--- src/rtl/fastserial_tx_arbiter.sv ---
// fastserial_tx_arbiter
// Shares one FTDI fast-serial byte transmitter between NUM_REQ packet streams.
// Grants are round-robin and held for a whole packet (until the `last` byte).
// Each byte is handed over with a one-cycle write strobe. The arbiter then
// waits for busy to rise, bounded by BUSY_WAIT cycles, and then waits for
// busy to fall.
// Optional feature: define FSARB_GAP_TIMEOUT_EN to drop a grant whose owner
// goes silent mid-packet for GAP_TIMEOUT cycles; this adds o_abort_count.
module fastserial_tx_arbiter #(
    parameter int NUM_REQ     = 2,
    parameter int BUSY_WAIT   = 4,
    parameter int GAP_TIMEOUT = 1024
) (
    input  logic                 i_clk,
    input  logic                 i_reset,
    input  logic [NUM_REQ-1:0]   i_req_valid,
    input  logic [8*NUM_REQ-1:0] i_req_data,
    input  logic [NUM_REQ-1:0]   i_req_last,
    output logic [NUM_REQ-1:0]   o_req_ready,
    output logic [NUM_REQ-1:0]   o_grant,
    output logic [7:0]           o_tx_data,
    output logic                 o_tx_write,
    input  logic                 i_tx_busy,
    output logic                 o_nobusy_err
`ifdef FSARB_GAP_TIMEOUT_EN
    ,
    output logic [7:0]           o_abort_count
`endif
);

    localparam int PTR_W  = (NUM_REQ > 2) ? 2 : 1;
    localparam int BCNT_W = $clog2(BUSY_WAIT + 1);
    localparam logic [NUM_REQ-1:0] GRANT_ONE = NUM_REQ'(1);

    // Elaboration-time guard on the legal parameter ranges
    if (NUM_REQ < 2 || NUM_REQ > 4 || BUSY_WAIT < 1 || GAP_TIMEOUT < 1) begin : g_bad_params
        $error("fastserial_tx_arbiter: parameter out of range");
    end

    typedef enum logic [1:0] {
        ST_IDLE,
        ST_SEND,
        ST_ACK,
        ST_DONE
    } state_t;

    state_t              state_q,    state_d;
    logic [NUM_REQ-1:0]  grant_q,    grant_d;
    logic [PTR_W-1:0]    gidx_q,     gidx_d;
    logic [PTR_W-1:0]    rr_ptr_q,   rr_ptr_d;
    logic [7:0]          tx_data_q,  tx_data_d;
    logic                tx_write_q, tx_write_d;
    logic                last_q,     last_d;
    logic                err_q,      err_d;
    logic [BCNT_W-1:0]   bcnt_q,     bcnt_d;

`ifdef FSARB_GAP_TIMEOUT_EN
    localparam int GCNT_W = $clog2(GAP_TIMEOUT + 1);
    logic [GCNT_W-1:0]   gcnt_q,     gcnt_d;
    logic [7:0]          abort_q,    abort_d;
`endif

    logic [7:0]          req_byte [NUM_REQ];
    logic                pick_found;
    logic [PTR_W-1:0]    pick_idx;
    logic [PTR_W-1:0]    next_ptr;
    logic                xfer;

    // Split the packed data bus into one byte per requester
    always_comb begin
        for (int k = 0; k < NUM_REQ; k++) begin
            req_byte[k] = i_req_data[8*k +: 8];
        end
    end

    // Round-robin search: first valid requester at or after rr_ptr, with wrap
    always_comb begin
        pick_found = 1'b0;
        pick_idx   = '0;
        for (int i = 0; i < NUM_REQ; i++) begin
            if (!pick_found && i_req_valid[(int'(rr_ptr_q) + i) % NUM_REQ]) begin
                pick_found = 1'b1;
                pick_idx   = PTR_W'((int'(rr_ptr_q) + i) % NUM_REQ);
            end
        end
    end

    // Pointer value that gives the next requester priority once the owner is done
    assign next_ptr = (int'(gidx_q) == NUM_REQ - 1) ? '0 : gidx_q + 1'b1;

    // Ready only to the owner, and only while the transmitter is free
    assign xfer        = (state_q == ST_SEND) && !i_tx_busy && i_req_valid[gidx_q];
    assign o_req_ready = ((state_q == ST_SEND) && !i_tx_busy) ? grant_q : '0;

    // Next-state logic for the arbitration / handshake sequencer
    always_comb begin
        state_d    = state_q;
        grant_d    = grant_q;
        gidx_d     = gidx_q;
        rr_ptr_d   = rr_ptr_q;
        tx_data_d  = tx_data_q;
        tx_write_d = 1'b0;
        last_d     = last_q;
        err_d      = err_q;
        bcnt_d     = bcnt_q;
`ifdef FSARB_GAP_TIMEOUT_EN
        gcnt_d     = gcnt_q;
        abort_d    = abort_q;
`endif
        case (state_q)
            ST_IDLE: begin
                if (pick_found) begin
                    grant_d = GRANT_ONE << pick_idx;
                    gidx_d  = pick_idx;
                    state_d = ST_SEND;
                end
            end
            ST_SEND: begin
                if (xfer) begin
                    tx_data_d  = req_byte[gidx_q];
                    last_d     = i_req_last[gidx_q];
                    tx_write_d = 1'b1;
                    bcnt_d     = '0;
                    state_d    = ST_ACK;
`ifdef FSARB_GAP_TIMEOUT_EN
                    gcnt_d     = '0;
`endif
                end
`ifdef FSARB_GAP_TIMEOUT_EN
                else if (!i_req_valid[gidx_q]) begin
                    // Owner silent mid-packet: abandon the packet after GAP_TIMEOUT idle cycles
                    if (int'(gcnt_q) >= GAP_TIMEOUT - 1) begin
                        grant_d  = '0;
                        rr_ptr_d = next_ptr;
                        gcnt_d   = '0;
                        state_d  = ST_IDLE;
                        if (abort_q != 8'hFF) begin
                            abort_d = abort_q + 8'd1;
                        end
                    end else begin
                        gcnt_d = gcnt_q + 1'b1;
                    end
                end
`endif
            end
            ST_ACK: begin
                if (i_tx_busy) begin
                    state_d = ST_DONE;
                end else if (int'(bcnt_q) >= BUSY_WAIT - 1) begin
                    // Transmitter never acknowledged; flag it and carry on
                    err_d   = 1'b1;
                    state_d = ST_DONE;
                end else begin
                    bcnt_d = bcnt_q + 1'b1;
                end
            end
            ST_DONE: begin
                if (!i_tx_busy) begin
                    if (last_q) begin
                        rr_ptr_d = next_ptr;
                        grant_d  = '0;
                        state_d  = ST_IDLE;
                    end else begin
                        state_d = ST_SEND;
                    end
                end
            end
            default: state_d = ST_IDLE;
        endcase
    end

    // State and output registers, asynchronously cleared
    always_ff @(posedge i_clk or posedge i_reset) begin
        if (i_reset) begin
            state_q    <= ST_IDLE;
            grant_q    <= '0;
            gidx_q     <= '0;
            rr_ptr_q   <= '0;
            tx_data_q  <= '0;
            tx_write_q <= 1'b0;
            last_q     <= 1'b0;
            err_q      <= 1'b0;
            bcnt_q     <= '0;
`ifdef FSARB_GAP_TIMEOUT_EN
            gcnt_q     <= '0;
            abort_q    <= '0;
`endif
        end else begin
            state_q    <= state_d;
            grant_q    <= grant_d;
            gidx_q     <= gidx_d;
            rr_ptr_q   <= rr_ptr_d;
            tx_data_q  <= tx_data_d;
            tx_write_q <= tx_write_d;
            last_q     <= last_d;
            err_q      <= err_d;
            bcnt_q     <= bcnt_d;
`ifdef FSARB_GAP_TIMEOUT_EN
            gcnt_q     <= gcnt_d;
            abort_q    <= abort_d;
`endif
        end
    end

    assign o_grant      = grant_q;
    assign o_tx_data    = tx_data_q;
    assign o_tx_write   = tx_write_q;
    assign o_nobusy_err = err_q;
`ifdef FSARB_GAP_TIMEOUT_EN
    assign o_abort_count = abort_q;
`endif

endmodule

--- config.mk ---
export PLATFORM = sky130hd
export DESIGN_NAME = fastserial_tx_arbiter
export DESIGN_NICKNAME = d
export VERILOG_FILES = /design/src/rtl/fastserial_tx_arbiter.sv
export SDC_FILE = /design/constraint.sdc
export NUM_CORES = 1
export LEC_CHECK = 0
export CAP_MARGIN = 20
export CORE_ASPECT_RATIO = 0.6
export CORE_MARGIN = 10
export CORE_UTILIZATION = 38
export CTS_CLUSTER_DIAMETER = 30
export DETAILED_ROUTE_END_ITERATION = 6
export GPL_ROUTABILITY_DRIVEN = 0
export PLACE_DENSITY = 0.7
export SYNTH_ARGS = -nofsm -noshare
export SYNTH_HDL_FRONTEND = slang
export SYNTH_SLANG_ARGS = --single-unit
--- constraint.sdc ---
create_clock -name i_clk -period 2.1 [get_ports i_clk]
set_input_delay 0.525 -clock i_clk [delete_from_list [all_inputs] [get_ports i_clk]]
set_output_delay 0.525 -clock i_clk [all_outputs]
set_load 0.02 [all_outputs]
==> metrics.md <==
| Metric | Value |
|---|---|
| Clock transition at path regs | 0.07 ns |
| Clk_lat worst skew | 0.26 ns |
| Max_cap viols | 0 |
| IO Port Bufs | 36 |
| Post-Syn Instances | 104 |
| Worst Hold Class | reg2reg |
| Post-detail-place hpwl | 2328 microns |
| LEAKAGE | 0.7295 nW |
| Setup CP Type | reg2out |
| Crit path max-delay cell type | dfrtp_1 |
| Post-Syn Area | 1067 sq um |
| Rows | 14 |
| CP Data Arrival Time | 1.46 ns |
| Post-synthesis xor/xnor area fraction | 0 |
| Mux contribution to synthesized area | 0.1430 |
| Critical path fanouts, max | 3 |
| Routed len/inst | 15.42 microns |
| DRC viols | 0 |
| Simple-Gate Fraction of Synth Area | 0.1125 |
| Ratio of cells with drive above 1 in the final layout | 0.1258 |
| Max clock buf depth | 2 |
| Routed wire length | 2821 microns |
| Final antenna-violating net count | 0 |
| Post-synthesis sequential area ratio | 0.4689 |
| CP top delay family | flip-flops |
| CTS tree | built |
| Max transition margin | 0.7052 |
| Worst path max stage delay | 0.38 ns |
| Avg Cell Area, Syn | 10.26 sq um |
| Io pins | 37 |
| Measured slew at the worst slew-check pin | 0.4299 ns |
| Ant. Diodes | 0 |
| Die span in x | 88.42 microns |
| Compound-cell area share of the yosys netlist | 0.1630 |
| Die Ht | 61.05 microns |
| Crit-path cells | inv_1 -> ha_1 -> nor2b_2 -> and2_1 -> clkdlybuf4s15_2 |
| 1st-iter DRT viols | 71 |
| PwrDens | 1384 nW/um^2 |
| Number of global-route vias before repair | 944 |
| Clock buffers created by TritonCTS | 3 |
| Commonest non-fill, non-tap cells in the layout | clkdlybuf4s50_1, dfrtp_1, nor2_1, mux2i_1, a21oi_1 |
| DIE AREA | 5398 sq um |
| Initial Util | 0.4117 |
| Synth warnings | 0 |
| Fmax | 503.1 MHz |
| Commonest non-fill, non-tap cell in the layout | clkdlybuf4s50_1 |
| CTS H-tree lvls | 1 |
| Yosys reg bits | 20 |
| Yosys cell types | 27 |
| Max-slew violations | 0 |
| Register area | 500.5 sq um |
| Fin util | 0.6134 |
| RSZ-0062 raised after global routing | no |
| Fill count | 232 |
| Status | completed |
| Clk root buf | clkbuf_8 |
| Fin nets | 181 |
| Fin Hold WS | 0.5076 ns |
| Crit end category | output port |
| Core area | 2592 sq um |
| TritonRoute pass-1 iters | 4 |
| Adder-Cell Fraction of Synth Area | 0.07034 |
| Worst EP required | 1.57 ns |
| Syn_nets | 133 |
| Fin crit period | 1.988 ns |
| Setup Skew | 0.003067 ns |
| VDD IR max | 0.7133 mV |
| Vias | 936 |
| Number of failing hold endpoints at the final stage | 0 |
| Sink Count | 20 |
| Area occupied by multi-input gates | 524.3 sq um |
| Largest family of logic cells by synthesized area | compound AO/OA/AOI/OAI gates |
| Total grt overflow | 0 |
| Period utilization | 0.9464 |
| DR vias/cell | 5.115 |
| Largest net degree at the start of global routing | 21 |
| Syn-to-layout area delta | 49.00% |
| Total Routing Usage GR | 0.1069 |
| Final setup viols | 0 |
| Post-CTS Hold Buffers | 0 |
| Worst setup SP type | flip-flop |
| Antenna violations before repair | 0 |
| Buf/Inv on CP | 2 |
| First-pass GRT wire length | 4491 microns |
-- cells in the mapped netlist (all sizes together) --
library cell  number  area share
or2                1      0.0059
nand3b             1      0.0070
and2               2       0.012
a31o               1      0.0082
o21ai              3       0.014
dfrtp             20        0.47
ha                 6       0.070
nor2b              3       0.020
inv                8       0.028
a22oi              1      0.0070
nand2b             2       0.012
nor2              13       0.046
nand2              3       0.011
buf                3       0.014
a211oi             1       0.012
a221oi             1      0.0082
a31oi              1      0.0059
a22o               1      0.0082
o31ai              1      0.0070
o21a               1      0.0070
o2bb2ai            2       0.016
mux2i             13        0.12
a21oi             13       0.061
a211o              1      0.0082
mux2               2       0.021
-- path summary, 6_finish.rpt --
path / start / end / slack (ns) / cells past startpoint
max in group asynchronous: i_reset / o_grant[1] / 1.29 / 3
worst min register to register: o_nobusy_err / o_nobusy_err / 0.51 / 1
worst min-delay path: o_nobusy_err / o_nobusy_err / 0.51 / 1
worst max-delay path: state_q[1] / o_req_ready[0] / 0.11 / 5
worst max register to register: bcnt_q[0] / bcnt_q[1] / 0.20 / 6
min in group asynchronous: i_reset / o_tx_data[3] / 0.60 / 3
-- timing repair --
| action | CTS | global route |
|---|---|---|
| gates cloned | 0 | 0 |
| gates resized for setup | 7 | 1 |
| endpoints found under the setup margin | 2 | 2 |
| endpoints found under the hold margin | 0 | 0 |
| buffers inserted | 0 | 1 |
-- worst reg2reg max path, delay by kind of cell (launching register included) --
family          cells  cell delay, ns
fa+ha+maj           2            0.42
mux                 1            0.24
flops               1            0.43
compound gates      3            0.71
-- power breakdown --
part | total (mW) | switching (mW) | internal, mW
sequential | 0.689 | 0.118 | 0.571
combinational | 1.22 | 0.610 | 0.608
clock | 0.293 | 0.127 | 0.167
-- stage by stage --
step	std cells	instance area [sq um]	worst slack (ns)	TNS (ns)	total power, mW
2_1_floorplan	104	1067	0.3590	0	1.413
6_report	183	1590	0.1125	0	2.201
3_5_place_dp	178	1520	-0.4033	-0.8030	1.922
3_3_place_gp	178	1520	-0.3592	-0.7175	1.870
5_1_grt	183	1590	0.005725	0	2.378
4_1_cts	182	1580	0.003728	0	2.222
-- final cells by class --
type / instances / share of cell area
inverter: 8 / 0.01888
clock buffer: 4 / 0.03462
timing repair buffer: 46 / 0.2769
tap: 32 / 0.02518
sequential: 20 / 0.3147
multi-input combinational: 73 / 0.3297
-- cell families after synthesis --
group | after synthesis
DFF | 20
AOI/OAI and AO/OA | 27
and+or+nand+nor | 25
buffers and inverters | 11
muxes | 15
adders and majority gates | 6
-- routing by layer --
metal  share of wire  routed length (microns)  global-route usage  up-vias
li1                -                        -                   -      459
met1            0.45                     1256              0.1298      442
met2            0.49                     1382              0.1829       33
met3           0.061                      171             0.03689        2
met4          0.0039                       11             0.02059        0
met5               0                        0                   0        -
-- sequential cells by signal, indices dropped and copies added (netlist names) --
signal and flops:
o_tx_data 8, o_nobusy_err 1, o_tx_write 1, rr_ptr_q 1, gidx_q 1, state_q 2, o_grant 2, bcnt_q 3
last_q 1
Power figures use the tool's default switching activity.
